**src/rtl/static_hazard_monitor.sv**
```systemverilog
// Observes a 3-input hazard-free logic block and classifies output activity after each input change.
// Inputs are double-flop synchronised; classification closes SETTLE_CYCLES after the last input change.
module static_hazard_monitor #(
    parameter int unsigned SETTLE_CYCLES = 4,
    parameter int unsigned CNT_W         = 8
) (
    input  logic             clk,
    input  logic             rst_n,
    input  logic             en,
    input  logic             a,
    input  logic             b,
    input  logic             c,
    input  logic             out_obs,
    output logic             hazard_flag,
    output logic             mismatch_flag,
    output logic [CNT_W-1:0] static0_cnt,
    output logic [CNT_W-1:0] static1_cnt,
    output logic [CNT_W-1:0] dyn_cnt,
    output logic [CNT_W-1:0] mismatch_cnt,
    output logic             busy
);

    localparam logic [7:0] WIN_INIT = 8'(SETTLE_CYCLES);

    typedef enum logic [1:0] {
        IDLE   = 2'd0,
        STABLE = 2'd1,
        SETTLE = 2'd2
    } state_t;

    // Golden function with v = {a,b,c}.
    function automatic logic golden(input logic [2:0] v);
        golden = (~v[0] & ~v[2]) | (v[1] & v[0]) | (v[2] & ~v[1]);
    endfunction

    function automatic logic [CNT_W-1:0] sat_inc(input logic [CNT_W-1:0] cnt);
        sat_inc = (cnt == {CNT_W{1'b1}}) ? cnt : cnt + 1'b1;
    endfunction

    logic [3:0] sync1;
    logic [3:0] sync2;
    logic [2:0] vec;
    logic       o;
    logic [2:0] vec_prev;
    logic       o_prev;

    state_t     state;
    state_t     state_nxt;
    logic [7:0] win_cnt;
    logic [7:0] win_nxt;
    logic [1:0] tog_cnt;
    logic [1:0] tog_nxt;
    logic [1:0] tog_sum;
    logic       exp_old;
    logic       exp_old_nxt;
    logic       exp_new;
    logic       exp_new_nxt;
    logic       mis_prev;

    logic       vec_chg;
    logic       tog_now;
    logic       f_vec;
    logic       mis_now;

    logic       static0_ev;
    logic       static1_ev;
    logic       dyn_ev;
    logic       mis_ev;

    assign vec     = sync2[3:1];
    assign o       = sync2[0];
    assign vec_chg = (vec != vec_prev);
    assign tog_now = (o != o_prev);
    assign f_vec   = golden(vec);
    assign mis_now = (o != f_vec);
    assign tog_sum = (tog_now && (tog_cnt != 2'd3)) ? tog_cnt + 2'd1 : tog_cnt;
    assign busy    = (state == SETTLE);

    always_ff @(posedge clk) begin
        if (!rst_n) begin
            sync1    <= '0;
            sync2    <= '0;
            vec_prev <= '0;
            o_prev   <= 1'b0;
        end else begin
            sync1    <= {a, b, c, out_obs};
            sync2    <= sync1;
            vec_prev <= vec;
            o_prev   <= o;
        end
    end

    always_comb begin
        state_nxt   = state;
        win_nxt     = win_cnt;
        tog_nxt     = tog_cnt;
        exp_old_nxt = exp_old;
        exp_new_nxt = exp_new;
        static0_ev  = 1'b0;
        static1_ev  = 1'b0;
        dyn_ev      = 1'b0;
        mis_ev      = 1'b0;

        case (state)
            IDLE: begin
                if (en) state_nxt = STABLE;
            end
            STABLE: begin
                if (vec_chg) begin
                    exp_old_nxt = golden(vec_prev);
                    exp_new_nxt = f_vec;
                    win_nxt     = WIN_INIT;
                    tog_nxt     = 2'd0;
                    state_nxt   = SETTLE;
                end else if (mis_now && !mis_prev) begin
                    mis_ev = 1'b1;
                end
            end
            SETTLE: begin
                tog_nxt = tog_sum;
                // A further input change extends the same transition rather than closing it.
                if (vec_chg) begin
                    win_nxt     = WIN_INIT;
                    exp_new_nxt = f_vec;
                end else if (win_cnt <= 8'd1) begin
                    win_nxt   = 8'd0;
                    state_nxt = STABLE;
                    if ((exp_old == exp_new) && (tog_sum != 2'd0)) begin
                        static1_ev = exp_new;
                        static0_ev = ~exp_new;
                    end
                    if ((exp_old != exp_new) && (tog_sum >= 2'd2)) begin
                        dyn_ev = 1'b1;
                    end
                    if (o != exp_new) begin
                        mis_ev = 1'b1;
                    end
                end else begin
                    win_nxt = win_cnt - 8'd1;
                end
            end
            default: begin
                state_nxt = IDLE;
            end
        endcase

        if (!en) begin
            state_nxt  = IDLE;
            static0_ev = 1'b0;
            static1_ev = 1'b0;
            dyn_ev     = 1'b0;
            mis_ev     = 1'b0;
        end
    end

    always_ff @(posedge clk) begin
        if (!rst_n) begin
            state         <= IDLE;
            win_cnt       <= '0;
            tog_cnt       <= '0;
            exp_old       <= 1'b0;
            exp_new       <= 1'b0;
            mis_prev      <= 1'b0;
            hazard_flag   <= 1'b0;
            mismatch_flag <= 1'b0;
            static0_cnt   <= '0;
            static1_cnt   <= '0;
            dyn_cnt       <= '0;
            mismatch_cnt  <= '0;
        end else begin
            state         <= state_nxt;
            win_cnt       <= win_nxt;
            tog_cnt       <= tog_nxt;
            exp_old       <= exp_old_nxt;
            exp_new       <= exp_new_nxt;
            // Clearing in IDLE lets a mismatch already present at enable be reported once.
            mis_prev      <= en && (state != IDLE) && mis_now;
            hazard_flag   <= static0_ev | static1_ev | dyn_ev;
            mismatch_flag <= mis_ev;
            if (static0_ev) static0_cnt  <= sat_inc(static0_cnt);
            if (static1_ev) static1_cnt  <= sat_inc(static1_cnt);
            if (dyn_ev)     dyn_cnt      <= sat_inc(dyn_cnt);
            if (mis_ev)     mismatch_cnt <= sat_inc(mismatch_cnt);
        end
    end

endmodule

```
**config.mk**
```make
export PLATFORM = sky130hd
export DESIGN_NAME = static_hazard_monitor
export DESIGN_NICKNAME = d
export VERILOG_FILES = /design/src/rtl/static_hazard_monitor.sv
export SDC_FILE = /design/constraint.sdc
export NUM_CORES = 1
export LEC_CHECK = 0
export CORE_MARGIN = 2
export CORE_UTILIZATION = 55
export DETAILED_ROUTE_END_ITERATION = 8
export PLACE_DENSITY_LB_ADDON = 0.15
export SLEW_MARGIN = 40
export SYNTH_ARGS = -nofsm -noshare
export SYNTH_HDL_FRONTEND = slang
export SYNTH_SLANG_ARGS = --single-unit
```
**constraint.sdc**
```tcl
create_clock -name clk -period 2.8 [get_ports clk]
set_input_delay 0.42 -clock clk [delete_from_list [all_inputs] [get_ports clk]]
set_output_delay 0.42 -clock clk [all_outputs]
set_load 0.02 [all_outputs]
```
# == Word level (Yosys, flattened, before mapping) ==
# Cells that the tools add are included.
# classes
addsub,6
order_cmp,2
eq_ne,16
muxes,33
n_bitwise,23
reduce_logical,21
# op_table
cell,count
adder 8 x 1 -> 8 bit (second input constant),4
equality test 8 bit (second input constant),4
two-way mux 8 bit,3
two-way mux 1 bit,21
case mux 8 bit (2 select lines),1
AND reduction 2 bit,8
NOT 1 bit,11
two-way mux 2 bit,5
less-or-equal comparator 8 x 1 -> 1 bit (second input constant),1
subtractor 8 x 1 -> 8 bit (second input constant),1
bitwise AND 1 bit,6
logical AND 1 bit,6
inequality test 2 bit (second input constant),3
bitwise OR 1 bit,6
case mux 2 bit (3 select lines),1
nonzero test 2 bit,3
inequality test 1 bit,4
case mux 2 bit (2 select lines),1
inequality test 3 bit,1
AND reduction 3 bit,1
adder 2 x 1 -> 2 bit (second input constant),1
equality test 2 x 1 -> 1 bit (second input constant),1
equality test 2 bit (second input constant),1
greater-or-equal comparator 2 bit (second input constant),1
other kinds (6),6
# totals
register_bits,61
input_bits,7
elab_cells,117

# == Logic depth before layout (Yosys ltp) ==
# Gate-level depths: netlist of run 1.
# depth
word_depth,12
ltp_mapped,10
ltp_nobuf,8

# == Least setup slack after synthesis of run 1 ==
# Ideal clock, no wire load.
# synth_path
path_kind,register -> register
startpoint,reg state[0]
endpoint,reg mismatch_cnt[2]
arrival_ns,2.150
path_slack_ns,0.579
path_stages_with_launch,9
path_buffers,2
path_cell_list,dfxtp_1 inv_1 ha_1 clkbuf_1 nand4_1 o32a_1 buf_6 or4_1 a21oi_1
# synth_via
elab_chain_cells,4
# synth_rtl
element,line_no,text
from (decl),47,state_t state;
from (signal assigned),171,state <= state_nxt;
equality test 2 bit,--,
via busy,20,output logic busy
case mux 1 bit (2 select lines),104,case (state)
two-way mux 1 bit,147,if (!en) begin
AND reduction 2 bit (no source line),--,
to (signal assigned),183,if (mis_ev) mismatch_cnt <= sat_inc(mismatch_cnt);
to (decl),19,"output logic [CNT_W-1:0] mismatch_cnt,"
# The timed path passes the listed nets, and every way through them passes these cells.
# A chain may end at the register's enable or synchronous reset.

# == Final worst setup path of run 1 ==
# layout_path
startpoint,reg state[0]
endpoint,reg dyn_cnt[5]
# layout_via
elab_chain_cells,4
# layout_rtl
element,line_no,text
equality test 2 bit,104,
two-way mux 1 bit,104,
two-way mux 1 bit,147,
AND reduction 2 bit (no source line),--,
to (signal assigned),182,if (dyn_ev) dyn_cnt <= sat_inc(dyn_cnt);
to (decl),18,"output logic [CNT_W-1:0] dyn_cnt,"
# Every way passes these cells.

==> results of run 1 <==
cell usage in the layout, fill, tap and decap left out, drive strengths merged, types with 14 or more instances in the layout:
cell           count
dfxtp             61
nand2             42
clkdlybuf4s50     41
nor2              26
nand3             20
xnor2             14
and2              14
nor3              14
a21oi             14
o21ai             14
per-stage QoR:
stage / hold WS [ns] / instances / total power [µW] / utilization
floorplan: 0.4119 / 356 / 1007 / -
global route: 0.4563 / 477 / 1888 / 0.6888
global placement: 0.4155 / 462 / 1043 / 0.6525
finish: 0.4322 / 477 / 1812 / 0.6888
detailed placement: 0.4196 / 462 / 1047 / 0.6525
CTS: 0.4351 / 477 / 1832 / 0.6888
report_power, final:
group	leakage [µW]	switching (µW)	internal, µW
Combinational	0.000734	82.3	52.4
Sequential	0.000494	11.7	880
Clock	0.000101	334	451
final cells by class:
| class | instances | area [µm²] |
|---|---|---|
| multi-input cells | 268 | 1744 |
| fillers | 482 | 1703 |
| flip-flops and latches | 61 | 1221 |
| repair buffers | 49 | 470.5 |
| clock buffers | 11 | 151.4 |
| well taps | 72 | 90.09 |
| clock inverters | 4 | 47.55 |
| inverters | 12 | 45.04 |
worst max-delay path by stage:
| stage | end | from | slack, ns |
|---|---|---|---|
| after floorplan | mismatch_cnt[2] | state[0] | 0.58 |
| after global placement | dyn_cnt[5] | en | 0.41 |
| after detailed placement | dyn_cnt[5] | en | 0.38 |
| after CTS | mismatch_cnt[6] | win_cnt[0] | 0.36 |
| after global routing | dyn_cnt[7] | state[0] | 0.16 |
| final | dyn_cnt[5] | state[0] | 0.36 |
logic make-up after synthesis:
logic type	after synthesis
and+or+nand+nor	176
adders and majority gates	11
xor gates and xnor gates	18
DFF	61
muxes	12
AOI/OAI and AO/OA	51
buffers and inverters	27
state kept, by name (all words and copies together) (netlist names):
name           count
mismatch_cnt       8
static0_cnt        8
sync1              4
state              2
mis_prev           1
sync2              4
hazard_flag        1
tog_cnt            2
dyn_cnt            8
exp_old            1
mismatch_flag      1
exp_new            1
vec_prev           3
o_prev             1
win_cnt            8
static1_cnt        8
metal layers:
layer  part of all wire  vias to the layer above
li1                   -                     1356
met1               0.46                     1244
met2               0.49                       58
met3              0.035                       10
met4              0.015                        0
met5                  0                        -
==> reports/results.ini, run 1 <==
[layout]
area_growth_pct = 22.43
fin_nets = 419
fin_area_um2 = 3770
insertedDiodeCount = 0
drive_above_1_share = 0.08889

[grt]
grtUsageMet2 = 0.3906
met3_usage = 0.04205
grt_pass1_wl_mm = 11.34
grt_max_degree = 35
antenna_found_initial = 0
grt_busiest_layer = met2
grt_usage = 0.2284
grt_pass1_vias = 2648
met1_usage = 0.2710
overflow = 0

[clocking]
path_clk_slew_ns = 0.06
cts_tree = done
h-tree-depth = 3
postCtsResizedCells = 0
post_cts_buffers = 0
clk_latency_ns = 0.34
cts-root-buf = clkbuf_8
numCtsBuffers = 9
clk_path_buf_depth = 2
hold_buffers = 0
clkSinkCount = 61

[floorplanning]
dieArea_um2 = 6213
dieWidth_um = 78.83
start_util = 0.5626
die_h_um = 78.83
io_pins = 42
core_area_um2 = 5473
std_cell_rows = 27

[logic_synthesis]
synth_seq_cells = 61
synth-xor-area-share = 0.05120
yosysTopAreaCell = dfxtp_1
synthMostInstantiatedCell = dfxtp_1
synthAdderAreaFrac = 0.04470
synthTopCellsByArea = dfxtp_1 40%, nand2_1 5.1%, ha_1 4.5%
synthesis.instances = 356
netlist.area_leader.share = 0.3966
synth_edf_count = 0
synth_top_family_by_area = simple AND/OR/NAND/NOR gates
synthFlopType = dfxtp_1
synth_cell_types = 56
seq_area_frac_synth = 0.3966
synth_compound_area_frac = 0.1166
syn_nets = 374
async_flop_share = 0
synth.avg_cell_area_um2 = 8.649
synth.top_cells.by_count = 61 x dfxtp_1, 42 x nand2_1, 26 x nor2_1, 20 x nand3_1
yosys.area_share.simple = 0.3125
syn_area_um2 = 3079
ys_warn_count = 0
synthMuxAreaShare = 0.03901

[sta]
tightest_slew_ns = 0.6847
period_minus_slack_ns = 2.437
setup_tns_ns = 0
maxSlewHeadroom = 0.5401
fin_crit_sh = 0.8705
hold_viol_final = 0
grt_setup_unrepaired = no
slew_violations = 0
skew_ns = 0.006449
setup_violations = 0
fin_ws_ns = 0.3626
fmax_mhz = 410.3

[route]
via_count = 2668
ant_nets = 0
wire_per_inst_um = 13.47
viasPerCell = 5.593
drtIter0Drc = 99
firstDrtPassIters = 4
wl_mm = 6.426
drc = 0

[place]
place_ws_ns = 0.3802
post-dp-hpwl_mm = 4.522
gp_congestion = 0.8286
dpl_cell_area_um2 = 3571
io_buffer_count = 41

[worst_setup_path]
critical-path-top-delay-family = compound AO/OA/AOI/OAI gates
cp.depth = 8
arrival_ns = 2.70
critPathBufInv = 1
path_cells = inv_1 -> ha_1 -> and2_1 -> nand4_1 -> a2111oi_4 -> o31ai_2 -> or3_1 -> a21oi_1
regToRegSetupSlack_ns = 0.36
cpPeakStageDelay_ns = 0.41
r2r_cells = 8
crit_type = flip-flop to flip-flop
end_kind = flip-flop
worst_path_max_delay_cell = a2111oi_4
crit_required_ns = 3.07
crit_fanout = 12
worstReg2RegEnd = dyn_cnt[5]
r2r_start = state[0]
startpoint_type = flip-flop

[power_and_ir_drop]
p_leak_uw = 0.001329
vdd_drop_max_mv = 0.3500
powerDensity_nw_per_um2 = 480.7

[flow_run]
drv_cap = 0

[min_path]
hp-class = flip-flop to flip-flop
hp-start = sync1[2]
min_to = sync2[2]
worstHoldPathCells = 1

[status]
status = finished clean

(Power assumes the default switching activity.)
==> run 2, diff against run 1 <==
--- a/config.mk
+++ b/config.mk
@@ -5,6 +5,7 @@
 export SDC_FILE = /design/constraint.sdc
 export NUM_CORES = 1
 export LEC_CHECK = 0
+export CORE_ASPECT_RATIO = 1.2
 export CORE_MARGIN = 2
 export CORE_UTILIZATION = 55
 export DETAILED_ROUTE_END_ITERATION = 8
==> reports/results.ini, run 2 (synthesis results as in run 1) <==
[power_and_ir_drop]
p_switching_uw = 441.8  ; +3.2%
pwr-share-comb = 0.069  ; -0.005
switching_share = 0.2275  ; -0.008821
power_frac_clock = 0.471  ; +0.038
p_seq_frac = 0.459  ; -0.033
p_leak_uw = 0.001338  ; +0.69%
powerDensity_nw_per_um2 = 513.2  ; +6.8%
vdd_drop_max_mv = 0.3627  ; +3.6%
p_int_uw = 1500  ; +8.4%

[floorplanning]
die_h_um = 85.97  ; +9.1%
dieArea_um2 = 6216  ; about the same
start_util = 0.5773  ; +0.01465
core_area_um2 = 5334  ; -2.5%
std_cell_rows = 29  ; +7.4%
io_pins = 42  ; unchanged
dieWidth_um = 72.31  ; -8.3%

[layout]
insertedDiodeCount = 0  ; unchanged
most-common-layout-cells = 61 x dfxtp_1, 42 x nand2_1, 41 x clkdlybuf4s50_1
final_common_cell = dfxtp_1
fin_util = 0.7094  ; +0.02052
fill_cells = 426  ; -12%
fin_nets = 418  ; -0.24%
final_cell_count_no_fill = 466  ; -2.3%
drive_above_1_share = 0.08663  ; -0.002255
area_growth_pct = 22.88

[place]
post-place-cells = 451  ; -2.4%
io_buffer_count = 41  ; unchanged
gp_congestion = 0.7775  ; -6.2%
place_ws_ns = 0.3538  ; -0.02636 ns
post-dp-hpwl_mm = 4.630  ; +2.4%

[route]
via_count = 2724  ; +2.1%
wl_mm = 6.644  ; +3.4%
maxUsedRoutingLayer = met4
drtIter0Drc = 134  ; +35%
wire_per_inst_um = 14.26  ; +5.8%
viasPerCell = 5.845  ; +4.5%
m1WireLength_mm = 2.901  ; -1.0%
ant_nets = 0  ; unchanged
wl_met2_mm = 3.346  ; +5.5%
firstDrtPassIters = 4  ; unchanged
drc = 0  ; unchanged
wl_met3_um = 300  ; +35%

[sta]
slew_violations = 0  ; unchanged
fmax_mhz = 412.7  ; +0.59%
hold_viol_final = 0  ; unchanged
period_minus_slack_ns = 2.423  ; -0.01437 ns
setup_violations = 0  ; unchanged
fin_ws_ns = 0.3770  ; +0.01437 ns
fin_crit_sh = 0.8653  ; -0.005133
skew_ns = 0.01225  ; +0.005796 ns
setup_tns_ns = 0  ; unchanged
maxSlewHeadroom = 0.5202  ; -0.01987
tightest_slew_ns = 0.7122  ; +0.02755 ns
grt_setup_unrepaired = no

[grt]
overflow = 0  ; unchanged
antenna_found_initial = 0  ; unchanged
grt_pass1_wl_mm = 11.28  ; -0.55%
grt_usage = 0.2292  ; +0.0008252
grt_pass1_vias = 2614  ; -1.3%
grt_max_degree = 31  ; -11%

[clocking]
post_cts_buffers = 0  ; unchanged
path_clk_slew_ns = 0.07  ; about the same
hold_buffers = 0  ; unchanged
numCtsBuffers = 9  ; unchanged
clk_path_buf_depth = 2  ; unchanged
cts_tree = done
clkSinkCount = 61  ; unchanged
clk_latency_ns = 0.35  ; about the same
h-tree-depth = 3  ; unchanged
cts-root-buf = clkbuf_8
postCtsResizedCells = 0  ; unchanged

[worst_setup_path]
crit_required_ns = 3.04  ; -0.03 ns
end_kind = flip-flop
arrival_ns = 2.66  ; -0.04 ns
crit_type = flip-flop to flip-flop
crit_fanout = 11  ; -1
startpoint_type = flip-flop

[min_path]
hp-class = flip-flop to flip-flop

[flow_run]
drv_cap = 0  ; unchanged

[status]
status = finished clean

-- run 2: changes by cell type in the layout (fill, tap and decap cells not counted), sizes merged --
cell    previous run  this run
bufinv             1         2
clkbuf            11        12
buf                8         7
clkinv             2         0
-- run 2: per-stage QoR --
stage / hold WS [ns] / instance area (µm²) / total power (µW)
2_1_floorplan: 0.4119 / 3079 / 1007
3_3_place_gp: 0.4146 / 3551 / 1040
3_5_place_dp: 0.4199 / 3551 / 1045
4_1_cts: 0.4358 / 3784 / 1950
5_1_grt: 0.4526 / 3784 / 2009
6_report: 0.4338 / 3784 / 1942
-- run 2: area by class of cell --
| type | count | area (µm²) | share of cell area |
|---|---|---|---|
| clock inverters | 3 | 67.56 | 0.01786 |
| repair buffers | 48 | 462.9 | 0.1224 |
| clock buffers | 12 | 165.2 | 0.04365 |
| well taps | 62 | 77.57 | 0.02050 |
| inverters | 12 | 45.04 | 0.01190 |
| multi-input cells | 268 | 1744 | 0.4610 |
| flip-flops and latches | 61 | 1221 | 0.3228 |
-- run 2: worst paths after layout --
path | start | to | slack (ns) | cells after the start
setup / recovery | win_cnt[0] | mismatch_cnt[6] | 0.38 | 8
setup reg to reg | win_cnt[0] | mismatch_cnt[6] | 0.38 | 8
hold / removal | sync1[1] | sync2[1] | 0.43 | 1
hold reg to reg | sync1[1] | sync2[1] | 0.43 | 1
-- run 2: worst max-delay path: stages (launching register included) --
cell and delay (ns):
dfxtp_1 0.32, inv_1 0.11, ha_1 0.23, or2_0 0.17, and3_1 0.31, nand2_1 0.09
o32a_1 0.32, or4_1 0.55, o211a_1 0.23
-- run 2: layer usage --
metal  vias to the layer above  GRT usage
met2                        68     0.3895
met5                         -          0
met4                         0     0.1029
met1                      1291     0.2654
li1                       1354          -
met3                        11    0.06345
-- run 2: power groups by stage --
stage / logic, µW / clock network [µW] / registers [µW]
3_5_place_dp: 133 / 0 / 912
6_report: 134 / 916 / 892
2_1_floorplan: 99.1 / 0 / 908
5_1_grt: 148 / 968 / 893
4_1_cts: 134 / 924 / 892
3_3_place_gp: 129 / 0 / 911
